--- src/rtl/vga_timing_gen.sv ---
// Parametrised VGA raster timing generator with ce-qualified sync/de delay and frame-synchronous config.
// Define VGA_TIMING_FRAMECNT_EN to build the completed-frame counter; otherwise frame_cnt is tied to zero.
module vga_timing_gen #(
  parameter int              H_VIS    = 640,
  parameter int              H_FRONT  = 16,
  parameter int              H_SYNC   = 96,
  parameter int              H_BACK   = 48,
  parameter int              V_VIS    = 480,
  parameter int              V_FRONT  = 10,
  parameter int              V_SYNC   = 2,
  parameter int              V_BACK   = 33,
  parameter bit              HS_POL   = 1'b0,
  parameter bit              VS_POL   = 1'b0,
  parameter int              PIPE_DLY = 2,
  parameter int              CFG_W    = 8,
  parameter logic [CFG_W-1:0] CFG_RST = '0,
  parameter int              FRAME_W  = 16
) (
  input  logic               clk,
  input  logic               rst,
  input  logic               ce,
  input  logic [CFG_W-1:0]   cfg_in,
  input  logic               cfg_wr,
  output logic [10:0]        x,
  output logic [9:0]         y,
  output logic               hsync,
  output logic               vsync,
  output logic               de,
  output logic               line_start,
  output logic               frame_start,
  output logic [CFG_W-1:0]   cfg_out,
  output logic               cfg_pending,
  output logic [FRAME_W-1:0] frame_cnt
);

  localparam int H_TOTAL = H_VIS + H_FRONT + H_SYNC + H_BACK;
  localparam int V_TOTAL = V_VIS + V_FRONT + V_SYNC + V_BACK;
  localparam int DW      = PIPE_DLY + 1;

  if (H_TOTAL > 2048) begin : g_bad_h_total
    $error("vga_timing_gen: H_TOTAL must not exceed 2048");
  end
  if (V_TOTAL > 1024) begin : g_bad_v_total
    $error("vga_timing_gen: V_TOTAL must not exceed 1024");
  end
  if (PIPE_DLY < 0 || PIPE_DLY > 7) begin : g_bad_pipe_dly
    $error("vga_timing_gen: PIPE_DLY must be within 0..7");
  end

  // One extra bit so limits equal to 2048/1024 still compare correctly.
  localparam logic [11:0] X_LAST   = 12'(H_TOTAL - 1);
  localparam logic [11:0] X_VIS    = 12'(H_VIS);
  localparam logic [11:0] HS_START = 12'(H_VIS + H_FRONT);
  localparam logic [11:0] HS_END   = 12'(H_VIS + H_FRONT + H_SYNC);
  localparam logic [10:0] Y_LAST   = 11'(V_TOTAL - 1);
  localparam logic [10:0] Y_VIS    = 11'(V_VIS);
  localparam logic [10:0] VS_START = 11'(V_VIS + V_FRONT);
  localparam logic [10:0] VS_END   = 11'(V_VIS + V_FRONT + V_SYNC);

  logic [11:0]      xe;
  logic [10:0]      ye;
  logic             hs_raw;
  logic             vs_raw;
  logic             de_raw;
  logic [DW-1:0]    hs_pipe;
  logic [DW-1:0]    vs_pipe;
  logic [DW-1:0]    de_pipe;
  logic [CFG_W-1:0] shadow;

  assign xe = {1'b0, x};
  assign ye = {1'b0, y};

  always_ff @(posedge clk) begin
    if (rst) begin
      x <= '0;
      y <= '0;
    end else if (ce) begin
      if (xe == X_LAST) begin
        x <= '0;
        if (ye == Y_LAST) y <= '0;
        else              y <= y + 10'd1;
      end else begin
        x <= x + 11'd1;
      end
    end
  end

  always_comb begin
    hs_raw      = (xe >= HS_START) && (xe < HS_END);
    vs_raw      = (ye >= VS_START) && (ye < VS_END);
    de_raw      = (xe < X_VIS) && (ye < Y_VIS);
    line_start  = ce && (x == '0);
    frame_start = ce && (x == '0) && (y == '0);
  end

  // Pipes hold active-high values; bit 0 is the first register, the top bit drives the outputs.
  always_ff @(posedge clk) begin
    if (rst) begin
      hs_pipe <= '0;
      vs_pipe <= '0;
      de_pipe <= '0;
    end else if (ce) begin
      hs_pipe <= DW'({hs_pipe, hs_raw});
      vs_pipe <= DW'({vs_pipe, vs_raw});
      de_pipe <= DW'({de_pipe, de_raw});
    end
  end

  assign hsync = hs_pipe[PIPE_DLY] ^ ~HS_POL;
  assign vsync = vs_pipe[PIPE_DLY] ^ ~VS_POL;
  assign de    = de_pipe[PIPE_DLY];

  // A write landing on the frame_start cycle bypasses the shadow and applies at once.
  always_ff @(posedge clk) begin
    if (rst) begin
      shadow      <= CFG_RST;
      cfg_out     <= CFG_RST;
      cfg_pending <= 1'b0;
    end else if (frame_start) begin
      if (cfg_wr) begin
        shadow      <= cfg_in;
        cfg_out     <= cfg_in;
        cfg_pending <= 1'b0;
      end else if (cfg_pending) begin
        cfg_out     <= shadow;
        cfg_pending <= 1'b0;
      end
    end else if (cfg_wr) begin
      shadow      <= cfg_in;
      cfg_pending <= 1'b1;
    end
  end

`ifdef VGA_TIMING_FRAMECNT_EN
  logic seen_first;

  always_ff @(posedge clk) begin
    if (rst) begin
      frame_cnt  <= '0;
      seen_first <= 1'b0;
    end else if (frame_start) begin
      seen_first <= 1'b1;
      if (seen_first) frame_cnt <= frame_cnt + 1'b1;
    end
  end
`else
  assign frame_cnt = '0;
`endif

endmodule

--- config.mk ---
export PLATFORM = sky130hd
export DESIGN_NAME = vga_timing_gen
export DESIGN_NICKNAME = d
export VERILOG_FILES = /design/src/rtl/vga_timing_gen.sv
export SDC_FILE = /design/constraint.sdc
export NUM_CORES = 1
export LEC_CHECK = 0
export ABC_CLOCK_PERIOD_IN_PS = 2700
export CAP_MARGIN = 15
export CORE_ASPECT_RATIO = 1.4
export CORE_MARGIN = 4
export CORE_UTILIZATION = 47
export DETAILED_ROUTE_END_ITERATION = 8
export GPL_TIMING_DRIVEN = 0
export PLACE_DENSITY = 0.77
export SLEW_MARGIN = 0
export SYNTH_ARGS = -nofsm -noshare
export SYNTH_HDL_FRONTEND = slang
export SYNTH_SLANG_ARGS = --single-unit
--- constraint.sdc ---
create_clock -name clk -period 2.7 [get_ports clk]
set_clock_uncertainty 0.1 [all_clocks]
set_input_delay 0.27 -clock clk [delete_from_list [all_inputs] [get_ports clk]]
set_output_delay 0.27 -clock clk [all_outputs]
set_load 0.005 [all_outputs]
==> flow_summary.yaml, run 1 <==
outcome:
  outcome: "finished, final reports clean"
route:
  wl_met2_um: 2336
  drt_pass1_iterations: 4
  drt-total-wl_um: 4619
  ant_nets: 0
  met3_length_um: 272
  drc: 0
  drt_iter0_markers: 99
  wl_per_cell_um: 12.38
  routed.top_layer: "met4"
  via_per_inst: 4.914
  dr_total_vias: 1833
  drt-met1-wl_um: 1923
worst_setup_path:
  cp_max_fo: 8
  timing.rr.start: "x[5]"
  crit_start: "x[5]"
  r2r_end: "cfg_out[6]"
  crit_arrival_ps: 2250
  reg2reg_slack_ps: 140
  critical_path_required_ps: 2330
  cp_num_buf_inv: 2
  start_kind: "flop"
  max_stage_delay_ps: 550
  worstSetupEndpointType: "primary output"
  critical_path.top_delay_family: "simple AND/OR/NAND/NOR gates"
  worstSetupPathType: "flop to primary output"
  cp_cell_sequence: "buf_6 > or4_4 > nand3b_4 > nor3_4 > clkdlybuf4s50_1"
  cp_slowest_cell: "or4_4"
  r2r.worst_path.cells: 6
grt:
  grt_pass1_wl_um: 8059
  track_usage_pct: 16.53
  grt_pass1_vias: 1823
  grt_max_degree: 15
  grt-ovfl-total: 0
  antenna_found_initial: 0
clock_network:
  h-tree-depth: 2
  root_buffer: "clkbuf_8"
  cts_tree: "built"
  cts_buffer_depth: 2
  clk_latency_ps: 300
  cts_sinks: 47
  numCtsBuffers: 5
  path_clk_slew_ps: 90
logic_synthesis:
  synth_edf_count: 0
  ys_seq_elements: 47
  yosys_warnings: 0
  synth.top_cell.area_share_pct: 41.27
  synthTopCellsByArea: "dfxtp_1, mux2i_1, buf_4"
  synth_area_um2: 2280
  synth_cell_types: 39
  synthArstFlopShare_pct: 0
  synth-main-ff-cell: "dfxtp_1"
  ys_seq_area_share_pct: 41.27
  yosysTopAreaCell: "dfxtp_1"
  synthCells: 243
  syn_area_per_cell_um2: 9.381
die:
  rows: 29
  initial_core_util_pct: 49.47
  dieArea_um2: 6044
  die_h_um: 90.41
  core_area_um2: 4608
  die_x_um: 66.86
  io_pins: 63
power:
  powerDensity_nw_per_um2: 435.5
  p_total_uw: 1293
  ir_drop_mv: 0.3553
  leakagePower_uw: 0.001180
final_layout:
  drive_above_1_share_pct: 15.43
  num-fill-cells: 406
  syn_to_final_growth_pct: 30.24
  final_cells: 373
  nets: 328
  diodes: 0
sta:
  setup-tns-final_ps: 0
  whs_ps: 178.5
  fin_crit_ps: 2616
  period_share_pct: 96.90
  finalSetupViolations: 0
  hold_violations: 0
  maxSlewHeadroom_pct: 55.78
  rsz0062_at_grt: "no"
  final_max_slew_viol_count: 0
  fmax_mhz: 382.2
  tightest_slew_ps: 663.3
placement:
  post-place-cells: 364
  place.gp.congestion: 0.7811
  dp_hpwl_um: 3524
  io_buffers: 44
worst_hold_path:
  hp-class: "input port to flop"
  hold_depth: 3
  whs_endpoint: "de_pipe[0]"
  hold_start: "ce"
job:
  cap_violations: 0
state kept, by name (all words and copies together) (netlist names):
| name | flops |
|---|---|
| de_pipe | 3 |
| cfg_out | 8 |
| shadow | 8 |
| hs_pipe | 3 |
| vs_pipe | 3 |
| x | 11 |
| y | 10 |
| cfg_pending | 1 |
how the worst max path moves through the flow:
stage | to | slack, ps | depth (start not counted)
after floorplan | cfg_out[0] | 460 | 5
after global placement | cfg_out[0] | 280 | 6
after detailed placement | cfg_out[6] | 240 | 6
after CTS | frame_start | 40 | 5
after global routing | frame_start | 10 | 5
final | frame_start | 80 | 5
placed cells by master, fill, tap and decap left out, drive strengths merged, types with 6 or more instances in the layout:
| cell type | count |
|---|---|
| mux2i | 16 |
| conb | 16 |
| dfxtp | 47 |
| nand3 | 11 |
| inv | 8 |
| xnor2 | 8 |
| a21oi | 9 |
| nor3 | 6 |
| nor2 | 31 |
| clkbuf | 11 |
| nor2b | 9 |
| nand4 | 7 |
| o21ai | 6 |
| buf | 23 |
| nand2 | 7 |
| mux2 | 8 |
| or3 | 8 |
| clkdlybuf4s50 | 44 |
tightest hold or removal path, delay by kind of cell:
family                 cells  cell delay (ps)
buffers and inverters      1              130
and+or+nand+nor            1               70
muxes                      1               70
cells by family after synthesis:
| family | count (synthesis) | share of synthesized area [%] |
|---|---|---|
| AO/OA/AOI/OAI | 17 | 4.171 |
| XOR/XNOR | 13 | 4.995 |
| adder cells (fa/ha/maj) | 5 | 2.744 |
| buffers and inverters | 36 | 10.59 |
| flip-flops | 47 | 41.27 |
| multiplexers | 24 | 10.98 |
| other | 1 | 0.1645 |
| AND/OR/NAND/NOR | 100 | 25.08 |
Yosys cell counts, types with 5 or more instances:
master,count
nor3_1,6
nor2_1,31
dfxtp_1,47
nor2b_1,9
nand3_1,11
inv_1,8
mux2_2,8
buf_4,17
ha_1,5
a21oi_1,9
xnor2_1,8
nand2_1,7
o21ai_0,6
or3_1,7
nand4_1,7
xor2_1,5
mux2i_1,16
metrics by stage:
stage          worst slack, ps  utilization (%)  instance area, um^2
3_5_place_dp             244.0            61.93                 2854
4_1_cts                  41.40            63.97                 2948
5_1_grt                  11.52            64.43                 2969
2_1_floorplan            463.3                -                 2336
3_3_place_gp             282.0            61.93                 2854
6_report                 83.68            64.43                 2969
per-layer routing:
layer / up-vias / GRT usage [%]
met2: 48 / 28.06
li1: 931 / -
met4: 0 / 7.445
met5: - / 0
met1: 847 / 19.27
met3: 7 / 3.611
report_power, final:
group | leakage, uW | total (uW) | internal, uW | switching [uW]
clock | 0.0000440 | 410 | 177 | 233
sequential | 0.000382 | 725 | 713 | 11.8
combinational | 0.000754 | 159 | 95.1 | 63.5
total | 0.00118 | 1290 | 985 | 308
final cells by class:
cell class	instances	area [um^2]	share of cell area, %
Sequential cell	47	940.9	31.69
Inverter	8	30.03	1.011
Buffer	28	211.5	7.122
Clock buffer	5	68.82	2.318
Multi-Input combinational cell	175	1171	39.44
Timing Repair Buffer	46	455.4	15.34
Tap cell	62	77.57	2.613
Clock inverter	2	13.76	0.4635
what timing repair did:
action	CTS	global route
gates resized for setup	2	1
endpoints found under the setup margin	1	1
hold buffers	0	0
cloned	0	0
pin swaps	0	0
setup buffers	0	2
endpoints found under the hold margin	0	0
No activity file was read; power rests on OpenSTA's default activity.
==> inputs of run 2 (changes only) <==
--- a/config.mk
+++ b/config.mk
@@ -5,7 +5,6 @@
 export SDC_FILE = /design/constraint.sdc
 export NUM_CORES = 1
 export LEC_CHECK = 0
-export ABC_CLOCK_PERIOD_IN_PS = 2700
 export CAP_MARGIN = 15
 export CORE_ASPECT_RATIO = 1.4
 export CORE_MARGIN = 4
@@ -13,6 +12,7 @@
 export DETAILED_ROUTE_END_ITERATION = 8
 export GPL_TIMING_DRIVEN = 0
 export PLACE_DENSITY = 0.77
+export SKIP_LAST_GASP = 1
 export SLEW_MARGIN = 0
 export SYNTH_ARGS = -nofsm -noshare
 export SYNTH_HDL_FRONTEND = slang
==> results of run 2 <==
No change in the layout: final DEF, timing and power equal those of run 1.
==> inputs of run 3 (changes only) <==
--- a/config.mk
+++ b/config.mk
@@ -12,6 +12,7 @@
 export DETAILED_ROUTE_END_ITERATION = 8
 export GPL_TIMING_DRIVEN = 0
 export PLACE_DENSITY = 0.77
+export SKIP_CTS_REPAIR_TIMING = 1
 export SKIP_LAST_GASP = 1
 export SLEW_MARGIN = 0
 export SYNTH_ARGS = -nofsm -noshare
==> run 3 against run 2 <==
Die area unchanged; count of clock-buffer cells in the layout unchanged; core utilization is 0.16 points lower; clock power is essentially flat; critical endpoint unchanged; largest cell class unchanged.
==> flow_summary.yaml, run 3 (synthesis results as in run 1) <==
power:
  powerDensity_nw_per_um2: 435.6
  p_total_uw: 1290
  leakagePower_uw: 0.001175
  ir_drop_mv: 0.3531
sta:
  fin_crit_ps: 2631
  tightest_slew_ps: 665.7
  final_max_slew_viol_count: 0
  fmax_mhz: 380.2
  period_share_pct: 97.43
  maxSlewHeadroom_pct: 55.62
  hold_violations: 0
  finalSetupViolations: 0
  setup-tns-final_ps: 0
  whs_ps: 178.9
placement:
  place.gp.congestion: 0.7811
  post-place-cells: 364
  dpl-instance-area_um2: 2854
  dp_hpwl_um: 3524
  io_buffers: 44
worst_setup_path:
  cp_num_buf_inv: 2
  start_kind: "flop"
  cp_cell_sequence: "buf_6 > or4_4 > nand3b_4 > nor3_4 > clkdlybuf4s50_1"
  cp_max_fo: 8
  critical_path_required_ps: 2330
  crit_start: "x[5]"
  r2r_end: "cfg_out[6]"
  critical_path.top_delay_family: "simple AND/OR/NAND/NOR gates"
  max_stage_delay_ps: 550
  crit_cells: 5
  worstSetupEndpointType: "primary output"
  r2r.worst_path.cells: 5
  crit_end: "frame_start"
  reg2reg_slack_ps: 250
  cp_slowest_cell: "or4_4"
  crit_arrival_ps: 2260
  worstSetupPathType: "flop to primary output"
  timing.rr.start: "x[5]"
clock_network:
  h-tree-depth: 2
  numCtsBuffers: 5
  path_clk_slew_ps: 90
  clk_latency_ps: 300
  cts_sinks: 47
  cts_tree: "built"
  cts_buffer_depth: 2
  root_buffer: "clkbuf_8"
final_layout:
  largest_reg_flops: 11
  multi_input_area_um2: 1171
  postLayoutCellArea_um2: 2962
  regArea_um2: 940.9
  nets: 327
  syn_to_final_growth_pct: 29.91
  num-fill-cells: 408
  largest_registers: "x: 11 flops, y: 10 flops"
  diodes: 0
  drive_above_1_share_pct: 15.16
  final_cells: 372
  mostFrequentLayoutCells: "dfxtp_1, clkdlybuf4s50_1, nor2_1"
  final_common_cell: "dfxtp_1"
  top_register: "x"
route:
  dr_total_vias: 1827
  drt-total-wl_um: 4637
  ant_nets: 0
  wl_per_cell_um: 12.47
  drc: 0
  drt_pass1_iterations: 4
  drt_iter0_markers: 116
  via_per_inst: 4.911
outcome:
  outcome: "finished, final reports clean"
die:
  io_pins: 63
  rows: 29
  initial_core_util_pct: 49.47
  die_x_um: 66.86
  dieArea_um2: 6044
  die_h_um: 90.41
  core_area_um2: 4608
grt:
  grt_pass1_vias: 1819
  grt_max_degree: 15
  grt-ovfl-total: 0
  antenna_found_initial: 0
  track_usage_pct: 16.51
  grt_pass1_wl_um: 8045
job:
  cap_violations: 0
worst_hold_path:
  hp-class: "input port to flop"
  hold_depth: 3
-- run 3: layout make-up --
| type | instances | share of cell area, % |
|---|---|---|
| well taps | 62 | 2.619 |
| multi-input cells | 175 | 39.54 |
| repair buffers | 45 | 15.12 |
| clock inverters | 2 | 0.4647 |
| flip-flops and latches | 47 | 31.77 |
| inverters | 8 | 1.014 |
| plain buffers | 28 | 7.140 |
| clock buffers | 5 | 2.324 |
-- run 3: report_power, final --
group          switching (uW)  total [uW]  internal, uW
registers                11.7         725           713
clock network             232         410           177
logic                    63.1         156          93.0
total                     307        1290           983
-- run 3: how the worst min path moves through the flow --
stage / startpoint / end / slack [ps]
after global routing: ce / vs_pipe[0] / 200
after global placement: hs_pipe[0] / hs_pipe[0] / 360
after CTS: ce / de_pipe[0] / 180
after floorplan: hs_pipe[0] / hs_pipe[0] / 340
final: ce / de_pipe[0] / 180
after detailed placement: vs_pipe[0] / vs_pipe[0] / 370
-- run 3: layer usage --
layer	routed length (um)	track usage, %
met1	1925	19.27
met2	2409	27.98
met3	269	3.611
met4	33	7.445
met5	0	0
-- run 3: per-stage QoR --
step | util [%] | setup WS, ps
after CTS | 63.73 | -70.46
after detailed placement | 61.93 | 244.0
after global placement | 61.93 | 282.0
after floorplan | - | 463.3
final | 64.27 | 69.49
after global routing | 64.27 | -8.776
-- run 3: worst register-to-register path, cell delays in order (launching register included) --
cell	delay, ps
dfxtp_1	330
buf_6	130
or4_4	550
nand3b_4	220
nor4_4	600
mux2_2	410
==> edit, RTL diff (config.mk and constraints of run 1) <==
`VS_POL`: 1'b0 -> 1'b1.
--- a/src/rtl/vga_timing_gen.sv
+++ b/src/rtl/vga_timing_gen.sv
@@ -10,7 +10,7 @@
   parameter int              V_SYNC   = 2,
   parameter int              V_BACK   = 33,
   parameter bit              HS_POL   = 1'b0,
-  parameter bit              VS_POL   = 1'b0,
+  parameter bit              VS_POL   = 1'b1,
   parameter int              PIPE_DLY = 2,
   parameter int              CFG_W    = 8,
   parameter logic [CFG_W-1:0] CFG_RST = '0,
Function: changed (a bounded check fails within 4 cycles, from zero or initial values and one cycle with rst high).
==> edit against run 1 <==
  * Power increased by 7.1%
  * Count of clock-buffer cells in the layout unchanged
  * Maximum frequency shrank 0.25%
  * Clock power increased by 23%
  * Design area decreased by 0.51%
  * Worst setup slack lost 0.0065 ns
  * Via count grew 2.4%
  * Sequential share of layout area rose by 0.25 points
  * Sequential cell count is the same
  * Routed wire length increased by 6.0%
  * Synthesized area shrank 1.8%
  * Critical path type unchanged
  * Critical endpoint is now line_start
  * Largest cell class unchanged
  * Highest routed layer unchanged
==> edit: results (changes against run 1) <==
.. list-table::
   :header-rows: 1

   * - Metric
     - Value
   * - Port-buffer cells
     - 45 (+2.3%)
   * - Routed len/inst
     - 13.02 µm (+5.1%)
   * - Worst min-delay path class
     - reg -> reg
   * - Vias per inst
     - 4.992 (+1.6%)
   * - Post-place instance area
     - 2823 µm² (-1.1%)
   * - Fraction of the mapped netlist area in adder cells
     - 2.795% (+0.051 points)
   * - DRT iter0 DRCs
     - 48 (-52%)
   * - Number of cells after detailed placement
     - 367 (+0.82%)
   * - Met2 Resource Use GR
     - 31.17% (+3.1 points)
   * - Post-Synth XOR/XNOR Area
     - 5.087% (+0.092 points)
   * - Post-route worst setup slack
     - 0.07719 ns (-0.006484 ns)
   * - HPWL after DPL
     - 3642 µm (+3.4%)
   * - Count of distinct cell types in the synthesized netlist
     - 36 (-7.7%)
   * - Top post-synthesis cells by count
     - sky130_fd_sc_hd__dfxtp_1, sky130_fd_sc_hd__nor2_1, sky130_fd_sc_hd__buf_4
   * - LEAKAGE
     - 1.177 nW (-0.26%)
   * - Vias in the first global route
     - 1,777 (-2.5%)
   * - Top cells by area, synth
     - sky130_fd_sc_hd__dfxtp_1, sky130_fd_sc_hd__mux2i_1, sky130_fd_sc_hd__buf_4
   * - Hold Startpoint
     - de_pipe[0]
   * - Post-layout instance area
     - 2954 µm² (-0.51%)
   * - # DRC
     - 0 (unchanged)
   * - Internal portion of total power
     - 1.075 mW (+9.1%)
   * - Share of the synthesized area in compound gates (AO/OA/AOI/OAI)
     - 3.969% (-0.20 points)
   * - Run status
     - finished, final reports clean
   * - Sum of met3 wire segment lengths after detailed routing
     - 295 µm (+8.5%)
   * - Share of cell area taken by muxes after synthesis
     - 11.24% (+0.26 points)
   * - Mean Syn Cell Area
     - 9.136 µm² (-2.6%)
   * - Part of the power in combinational logic
     - 11.3% (-1.0 points)
   * - Standard cell with the maximum stage delay on the critical path
     - sky130_fd_sc_hd__clkdlybuf4s50_1
   * - Flop pwr share
     - 52.3% (-3.7 points)
   * - Proportion of synthesized chip area in sequential cells
     - 42.03% (+0.76 points)
   * - Number of cells traversed by the worst register-to-register path
     - 6 (unchanged)
   * - Met3 track utilization from global routing
     - 4.359% (+0.75 points)
   * - Total global-route track usage
     - 17.14% (+0.61 points)
   * - Maximum cell stage delay along the critical path
     - 0.50 ns (-0.05 ns)
   * - Total met2 wirelength after detailed routing
     - 2421 µm (+3.6%)
   * - Worst vdd rail ir drop
     - 0.3548 mV (-0.15%)
   * - Global placement routability congestion
     - 0.7993 (+2.3%)
   * - Fin cells
     - 376 (+0.80%)
   * - Filler cell count
     - 434 (+6.9%)
   * - Warnings from Yosys
     - 0 (unchanged)
   * - Smallest hold slack
     - 0.3735 ns (+0.1950 ns)
   * - First-pass GRT wire length
     - 7969 µm (-1.1%)
   * - Worst hold path depth
     - 2 (-1)
   * - Proportion of layout cells with a drive suffix above 1
     - 14.97% (-0.47 points)
[edit: critical path, delay by kind of cell (launching register included)]
| family | cells | cell delay [ns] |
|---|---|---|
| flops | 1 | 0.37 |
| buf+inv | 4 | 0.88 |
| simple gates | 2 | 0.69 |
[edit: area by class of cell]
cell class	count	share of cell area (%)
Buffer	27	6.184
Clock buffer	5	2.330
Clock inverter	2	1.271
Inverter	9	1.144
Multi-Input combinational cell	177	38.67
Sequential cell	47	31.94
Tap cell	62	2.626
Timing Repair Buffer	47	15.84
[edit: cells by family (layout without fill, tap and decap cells)]
logic type      count (synthesis)  in the layout
fa+ha+maj                       5              5
other cells                     1             16
compound gates                 16             16
flops                          47             47
simple gates                  103            103
xor+xnor                       13             13
buf+inv                        36             90
mux                            24             24
[edit: what timing repair did]
action | in CTS | in global routing
pin swaps | 1 | 1
endpoints found under the setup margin | 1 | 8
hold endpoints to repair | 0 | 0
resized for setup | 2 | 2
buffers inserted | 1 | 1
hold buffers | 0 | 0
